<file path="config.mk">
export PLATFORM = sky130hd
export DESIGN_NAME = run_controller
export DESIGN_NICKNAME = d
export VERILOG_FILES = /design/src/rtl/run_ctrl_pkg.sv /design/src/rtl/run_controller_halt_detector.sv /design/src/rtl/run_controller.sv
export SDC_FILE = /design/constraint.sdc
export NUM_CORES = 1
export LEC_CHECK = 0
export CAP_MARGIN = 20
export CELL_PAD_IN_SITES_DETAIL_PLACEMENT = 0
export CELL_PAD_IN_SITES_GLOBAL_PLACEMENT = 1
export CORE_MARGIN = 5
export CORE_UTILIZATION = 40
export CTS_BUF_LIST = sky130_fd_sc_hd__clkbuf_2 sky130_fd_sc_hd__clkbuf_4 sky130_fd_sc_hd__clkbuf_8
export DETAILED_ROUTE_END_ITERATION = 8
export PLACE_DENSITY_LB_ADDON = 0.15
export SETUP_SLACK_MARGIN = 0.02
export SLEW_MARGIN = 20
export SYNTH_ARGS = -nofsm -noshare
export SYNTH_HDL_FRONTEND = slang
export SYNTH_HIERARCHICAL = 1
export SYNTH_SLANG_ARGS = --single-unit
</file>
<file path="constraint.sdc">
create_clock -name clk -period 3.94 [get_ports clk]
set_input_delay 0.788 -clock clk [delete_from_list [all_inputs] [get_ports clk]]
set_output_delay 0.788 -clock clk [all_outputs]
set_load 0.01 [all_outputs]
</file>
<file path="src/rtl/run_ctrl_pkg.sv">
// run_ctrl_pkg: shared state encoding and stop-reason codes for run_controller
package run_ctrl_pkg;
  typedef enum logic [1:0] {IDLE, RUN, DUMP, DONE} state_t;
  localparam logic [1:0] REASON_NONE  = 2'd0;
  localparam logic [1:0] REASON_LIMIT = 2'd1;
  localparam logic [1:0] REASON_HALT  = 2'd2;
  localparam logic [1:0] REASON_ABORT = 2'd3;
endpackage

</file>
<file path="src/rtl/run_controller_halt_detector.sv">
// halt_detector: flags a halt once pc has stayed unchanged for HALT_REPEAT consecutive comparisons
module halt_detector #(
  parameter int ADDR_W      = 16,
  parameter int HALT_REPEAT = 4
) (
  input  logic              clk,
  input  logic              rst,
  input  logic              en_i,
  input  logic [ADDR_W-1:0] pc_i,
  output logic              halted_o
);
  logic [ADDR_W-1:0] prev_q;
  logic              prev_vld_q;
  logic [31:0]       stable_q, stable_d;
  logic              same;
  // prev_vld_q drops outside RUN so the first cycle of every run has no history
  assign same     = en_i && prev_vld_q && (pc_i == prev_q);
  assign stable_d = same ? stable_q + 32'd1 : 32'd0;
  assign halted_o = (HALT_REPEAT != 0) && same && (stable_d == 32'(HALT_REPEAT));
  always_ff @(posedge clk or negedge rst)
    if (!rst) begin
      prev_q     <= '0;
      prev_vld_q <= 1'b0;
      stable_q   <= '0;
    end else begin
      prev_q     <= pc_i;
      prev_vld_q <= en_i;
      stable_q   <= stable_d;
    end
endmodule

</file>
<file path="src/rtl/run_controller.sv">
// run_controller: gates CPU execution, stops on limit/halt/abort, then streams a RAM window out
module run_controller
  import run_ctrl_pkg::*;
#(
  parameter int ADDR_W      = 16,
  parameter int DATA_W      = 16,
  parameter int MAX_CYCLES  = 10,
  parameter int HALT_REPEAT = 4,
  parameter int DUMP_BASE   = 0,
  parameter int DUMP_LEN    = 10
) (
  input  logic              clk,
  input  logic              rst,
  input  logic              start,
  input  logic              abort,
  input  logic [ADDR_W-1:0] pc,
  input  logic [DATA_W-1:0] mem_rd_data,
  output logic              cpu_run,
  output logic              mem_rd_en,
  output logic [ADDR_W-1:0] mem_rd_addr,
  output logic              dump_valid,
  output logic [ADDR_W-1:0] dump_index,
  output logic [DATA_W-1:0] dump_data,
  output logic [31:0]       cycle_count,
  output logic              done,
  output logic [1:0]        stop_reason
);
  localparam logic [ADDR_W-1:0] BASE = ADDR_W'(DUMP_BASE);
  state_t            state_q, state_d;
  logic [31:0]       cnt_q, cnt_d, rd_cnt_q, rd_cnt_d;
  logic [1:0]        reason_q, reason_d;
  logic              dump_valid_q;
  logic [ADDR_W-1:0] dump_index_q;
  logic              halted;
  halt_detector #(.ADDR_W(ADDR_W), .HALT_REPEAT(HALT_REPEAT)) u_halt (
    .clk      (clk),
    .rst      (rst),
    .en_i     (state_q == RUN),
    .pc_i     (pc),
    .halted_o (halted)
  );
  assign cpu_run     = state_q == RUN;
  assign done        = state_q == DONE;
  assign mem_rd_en   = (state_q == DUMP) && (rd_cnt_q < 32'(DUMP_LEN));
  assign mem_rd_addr = mem_rd_en ? BASE + rd_cnt_q[ADDR_W-1:0] : '0;
  assign dump_valid  = dump_valid_q;
  assign dump_index  = dump_index_q;
  // read data only arrives in the cycle after the strobe, so it passes straight through
  assign dump_data   = dump_valid_q ? mem_rd_data : '0;
  assign cycle_count = cnt_q;
  assign stop_reason = reason_q;
  always_comb begin
    state_d  = state_q;
    cnt_d    = cnt_q;
    reason_d = reason_q;
    rd_cnt_d = rd_cnt_q;
    case (state_q)
      IDLE, DONE: if (start) begin
        state_d  = RUN;
        cnt_d    = '0;
        reason_d = REASON_NONE;
      end
      RUN: begin
        cnt_d    = (cnt_q == 32'hFFFF_FFFF) ? cnt_q : cnt_q + 32'd1;
        reason_d = abort ? REASON_ABORT :
                   halted ? REASON_HALT :
                   (MAX_CYCLES != 0 && cnt_d == 32'(MAX_CYCLES)) ? REASON_LIMIT : REASON_NONE;
        if (reason_d != REASON_NONE) begin
          state_d  = (DUMP_LEN == 0) ? DONE : DUMP;
          rd_cnt_d = '0;
        end
      end
      DUMP: begin
        rd_cnt_d = mem_rd_en ? rd_cnt_q + 32'd1 : rd_cnt_q;
        if (!mem_rd_en && dump_valid_q) state_d = DONE;
      end
      default: state_d = IDLE;
    endcase
  end
  always_ff @(posedge clk or negedge rst)
    if (!rst) begin
      state_q      <= IDLE;
      cnt_q        <= '0;
      reason_q     <= REASON_NONE;
      rd_cnt_q     <= '0;
      dump_valid_q <= 1'b0;
      dump_index_q <= '0;
    end else begin
      state_q      <= state_d;
      cnt_q        <= cnt_d;
      reason_q     <= reason_d;
      rd_cnt_q     <= rd_cnt_d;
      dump_valid_q <= mem_rd_en;
      dump_index_q <= mem_rd_en ? rd_cnt_q[ADDR_W-1:0] : '0;
    end
endmodule

</file>
* Word-level counts from Yosys, hierarchy flattened
Cells that the tools add are included.
** Word-level totals
- Input port bits :: 36
- Memories kept :: 0
- Flip-flop bits (word level) :: 134
- ROM bits :: 0
- Latch bits :: 0
- RAM bits :: 0
** Operators by class
- Shift operators :: 0
- Reductions and logical operators :: 14
- $add $sub $neg :: 3
- Muxes and demuxes :: 18
- Bitwise operators :: 0
- $mul :: 0
- Divide/modulo/power cells :: 0
- Magnitude comparators :: 1
- Equal/unequal tests :: 11
** Operator list (number)
- 32-bit 2-to-1 mux :: 5
- 32-bit case mux with 2 select lines :: 2
- 32-bit by 1-bit adder with 32-bit output, second input constant :: 3
- 32-bit by 3-bit equality test with 1-bit output, second input constant :: 1
- 32-bit equality test, second input constant :: 1
- 32-bit by 4-bit equality test with 1-bit output, second input constant :: 1
- 32-bit by 4-bit less-than comparator with 1-bit output, second input constant :: 1
- 16-bit 2-to-1 mux :: 2
- 16-bit equality test :: 1
- 2-bit 2-to-1 mux :: 6
- 2-bit != test, second input constant :: 3
- 2-bit case mux with 3 select lines :: 1
- 3-bit AND reduction :: 2
- 2-bit nonzero test :: 3
- 1-bit logical AND :: 5
- 2-bit equality test, second input constant :: 2
- 2-bit case mux with 2 select lines :: 1
- 2-bit by 1-bit equality test with 1-bit output, second input constant :: 1
- 2-bit zero test :: 1
- 2-bit by 1-bit != test with 1-bit output, second input constant :: 1
- 2-bit AND reduction :: 1
- 2-bit OR reduction :: 1
- 1-bit zero test :: 1
- 1-bit 2-to-1 mux :: 1

* Longest topological paths before layout
- Depth in word-level cells :: 11
- Gate-level depth with buffers :: 16
- Mapped depth without buffers :: 15

* By module
Netlist, hierarchy kept.
** Modules (own cells, without submodules)
- run_controller :: seq. area each 2127.0 um^2, area an instance 4865.9 um^2, cells an instance 551, times used 1
- halt_detector :: seq. area each 1226.2 um^2, area an instance 2498.6 um^2, cells an instance 240, times used 1

* Worst setup path before layout
No wires, ideal clock.
- Kind :: flip-flop to flip-flop
- From :: register u_halt.stable_q[0]
- To :: register rd_cnt_q[20]
- Data arrival time :: 3523 ps
- Library setup time :: 121 ps
- Cell stages (with the launch flop) :: 17
- Setup slack :: 296 ps
- Cell sequence :: dfrtp_1 ha_1 nand3_1 or4_4 nor3_2 mux2_1 o2bb2ai_1 a41oi_1 nor4_2 and4b_1 o2111ai_1 nor4_1 nand4b_1 o31ai_4 and3_2 buf_6 nor2_1
** Between the ends
- Longest elaborated chain between the ends :: 9
** RTL lines
- start, declared :: line run_controller_halt_detector.sv:14 : logic [31:0] stable_q, stable_d;
- start signal, assigned :: line run_controller_halt_detector.sv:28 : stable_q <= stable_d;
- 32-bit by 1-bit adder with 32-bit output :: line run_controller_halt_detector.sv:18 : assign stable_d = same ? stable_q + 32'd1 : 32'd0;
- 32-bit 2-to-1 mux :: line run_controller_halt_detector.sv:18
- 32-bit by 3-bit equality test with 1-bit output :: line run_controller_halt_detector.sv:19 : assign halted_o = (HALT_REPEAT != 0) && same && (stable_d == 32'(HALT_REPEAT));
- 1-bit logical AND :: line run_controller_halt_detector.sv:19
- via halted :: line run_controller.sv:34 : logic halted;
- 2-bit 2-to-1 mux :: line run_controller.sv:66 : halted ? REASON_HALT :
- 2-bit 2-to-1 mux :: line run_controller.sv:65 : reason_d = abort ? REASON_ABORT :
- 2-bit nonzero test :: line run_controller.sv:68 : if (reason_d != REASON_NONE) begin
- 2-bit != test (no source line)
- 3-bit AND reduction (no source line)
- end signal, assigned :: line run_controller.sv:92 : rd_cnt_q <= rd_cnt_d;
- end, declared :: line run_controller.sv:30 : logic [31:0] cnt_q, cnt_d, rd_cnt_q, rd_cnt_d;
The timed path passes the listed nets, and every way through them passes these cells.
A chain may end at the register's enable or synchronous reset.

* Final worst setup path
- From :: register u_halt.stable_q[1]
- To :: register rd_cnt_q[13]
The elaborated chain is that of the path after synthesis.

==> out/metrics.csv <==
stage;metric;value;unit
run_status;run status;completed;
routing;Routed WL;21.6;mm
power_and_ir_drop;PwrDens;399;nW/um^2
cells_and_area;cell area after layout;9760;um^2
synth;Synth area leaders;dfrtp_1 (46%), xnor2_1 (4.9%), nor2_1 (4.2%);
synth;Post-Syn Instances;791;
clock_network;htree depth;4;
cells_and_area;fraction of layout instances using a drive strength above 1;16.8;%
place;gp weighted congestion;0.925;
floorplan;Die Y-Extent;146;um
grt;first-pass GRT wire length;35.1;mm
setup_path;Arr. time, crit path;4120;ps
grt;vias in the first global route;6578;
power_and_ir_drop;worst vdd ir;293;uV
sta;final period utilization;96.3;%
setup_path;crit path max fanout;6;
setup_path;Critical Path End;rd_cnt_q[13]$_DFFE_PN0P_;
synth;synthesized flop and latch total;134;
sta;final setup fails;0;
synth;Compound-Gate Fraction of Synth Area;13.6;%
floorplan;starting density of the core;40.9;%
place;PortBufs;109;
routing;vias after detailed routing;6691;
synth;Post-Synth XOR/XNOR Area;6.78;%
synth;adder and majority cell fraction of the synthesized area;1.19;%
synth;synthesized area per cell;9.31;um^2
synth;largest family of logic cells by synthesized area;simple AND/OR/NAND/NOR gates;
sta;Worst Hold Slack;375;ps
clock_network;clock sink total;134;
setup_path;R2R Setup Slk;150;ps
floorplan;std cell rows;49;
sta;worst-margin pin slew;861;ps
cells_and_area;number of diodes;0;
synth;Synth cell types;72;
routing;routed length per instance;17.9;um
grt;initial antenna violation count;0;
clock_network;CTS tree;done;
routing;vias per cell;5.56;
place;post-placement cell area;9000;um^2
setup_path;Critical Path RT;4270;ps
clock_network;clock latency on the worst-skew pair;450;ps
sta;Final Max Tran Viols;0;
synth;mux share of post-synthesis cell area;1.50;%
cells_and_area;most common cell after layout, fill and taps aside;dfrtp_1;
routing;# DRC;0;
clock_network;Root Buffer;clkbuf_8;
clock_network;CTS max path bufs;2;
sta;Max Freq;264;MHz
routing;DRT iter0 DRCs;440;
sta;Min Clock Period, post-route;3790;ps
power_and_ir_drop;Static Leak;4.11;nW
cells_and_area;final net count;1004;
clock_network;Clk pin slew, worst setup/hold paths;90;ps
clock_network;CTS Buf Count;17;
routing;Post-DRT Antenna Nets;0;
synth;EDFF count, synth;0;
synth;Top FF cell, synth;dfrtp_1;
worst_hold_path;worst min-delay path category;in -> async;
setup_path;Crit Reg-Reg Startpoint;u_halt/stable_q[1]$_DFF_PN0_;
grt;largest net degree at the start of global routing;85;
floorplan;die width;146;um
sta;Fin. Hold Viols;0;
setup_path;kind of critical path;reg -> reg;
floorplan;DIE AREA;21200;um^2
floorplan;Ports;122;
grt;Total GRT Usage;19.9;%
floorplan;core outline area;18000;um^2
cells_and_area;synthesis-to-layout area growth;32.5;%
synth;register area share after synthesis;45.5;%
sta;Slew HR;42.0;%
flow_run;MaxCap Viol Count;0;
setup_path;R2R Path End;rd_cnt_q[13]$_DFFE_PN0P_;
place;dpl hpwl;15.4;mm
synth;synth warn;6;
synth;Synth area leader;dfrtp_1;
setup_path;crit start category;register;
synth;Simple-Gate Fraction of Synth Area;26.7;%
synth;Post-Syn Area;7360;um^2
synth;top-area cell type share of the netlist area;45.5;%
grt;grt ovf;0;
cells_and_area;most frequent cells in the layout;dfrtp_1 (129), clkdlybuf4s50_1 (95), nor2_1 (77);
routing;first drt pass iteration count;5;
synth;Async SR Flop Fraction;100;%
setup_path;cell depth of the worst flop-to-flop path;19;
setup_path;Worst Setup SP;u_halt/stable_q[1]$_DFF_PN0_;
setup_path;critical path capture point type;register;
sta;final clock skew;18.6;ps
sta;RSZ-0062 raised after global routing;true;
[routing by layer]
| metal | up-vias | track usage (%) | routed length (um) |
|---|---|---|---|
| met4 | 0 | 4.66 | 226 |
| li1 | 3169 | - | - |
| met5 | - | 0 | 0 |
| met1 | 3280 | 28.0 | 10100 |
| met2 | 219 | 30.9 | 10000 |
| met3 | 23 | 4.92 | 1260 |
[area by class of cell]
cell class	count	area (um^2)
clock buffers	18	241
clock inverters	14	116
fillers	1656	8270
inverters	17	63.8
multi-input cells	614	3980
flip-flops and latches	134	3360
well taps	229	287
repair buffers	177	1710
[cell usage after synthesis (11+ instances only)]
library cell,instances
a21oi_1,26
a31oi_1,21
and2_1,32
and3_1,19
buf_4,13
clkbuf_1,23
dfrtp_1,134
inv_1,16
nand2_1,68
nand3_1,44
nand4_1,25
nor2_1,83
nor3_1,22
nor4_1,18
o21ai_0,38
o31ai_1,11
xnor2_1,41
xor2_1,16
[logic make-up after synthesis]
| logic type | Yosys count |
|---|---|
| simple gates | 365 |
| other cells | 1 |
| compound gates | 151 |
| xor+xnor | 57 |
| flops | 134 |
| buf+inv | 66 |
| fa+ha+maj | 7 |
| mux | 10 |
[through the flow]
stage	std cells	setup slack, ps	util [%]	power [mW]	TNS, ps
6_report	1203	146	54.1	3.90	0
5_1_grt	1203	-104	54.1	4.12	-2000
4_1_cts	1192	33.3	51.9	3.83	0
3_5_place_dp	1160	-511	49.9	2.73	-16850
3_3_place_gp	1160	-403	49.9	2.72	-13300
2_1_floorplan	814	296	-	2.21	0
[registers in the layout (all words and copies together) (netlist names), 2 cells and up]
name and cells:
cycle_count 32, rd_cnt_q 32, u_halt/stable_q 32, dump_index 16, u_halt/prev_q 16, state_q 2
stop_reason 2
[what timing repair did]
item / 4_1_cts / 5_1_grt
buffers inserted: 0 / 7
pin swaps: 4 / 24
cloned: 0 / 4
gates resized for setup: 2 / 66
endpoints found under the setup margin: 30 / 38
hold buffers: 0 / 0
[worst min-delay path by stage]
stage	from	cells after the start	slack, ps	endpoint
floorplan	rd_cnt_q[28]$_DFFE_PN0P_	1	450	rd_cnt_q[28]$_DFFE_PN0P_
global placement	stop_reason[0]$_DFFE_PN0P_	2	460	stop_reason[0]$_DFFE_PN0P_
detailed placement	stop_reason[0]$_DFFE_PN0P_	2	460	stop_reason[0]$_DFFE_PN0P_
CTS	rst	1	390	u_halt/prev_q[9]$_DFF_PN0_
global route	rst	1	420	u_halt/prev_q[12]$_DFF_PN0_
finish	rst	1	370	u_halt/prev_q[15]$_DFF_PN0_
[where the power goes]
part	switching, mW	total, mW	internal (mW)
sequential	0.0682	1.51	1.44
combinational	0.758	1.33	0.569
clock	0.608	1.07	0.458
total	1.43	3.90	2.46
[worst max-delay path: stages, from the launching register on]
cell and delay, ps:
dfrtp_1 380, ha_2 190, nand3_2 100, buf_6 150, nor4_4 120, buf_4 180
nand4_1 130, xor2_1 180, nor2b_2 160, a41oi_2 260, nor4_4 70, and4b_1 270
o2111ai_2 130, nor4_2 270, nand4b_1 200, o31ai_4 260, buf_6 160, and3_4 260
clkbuf_16 160, nor2_1 40
(Power assumes the default switching activity.)
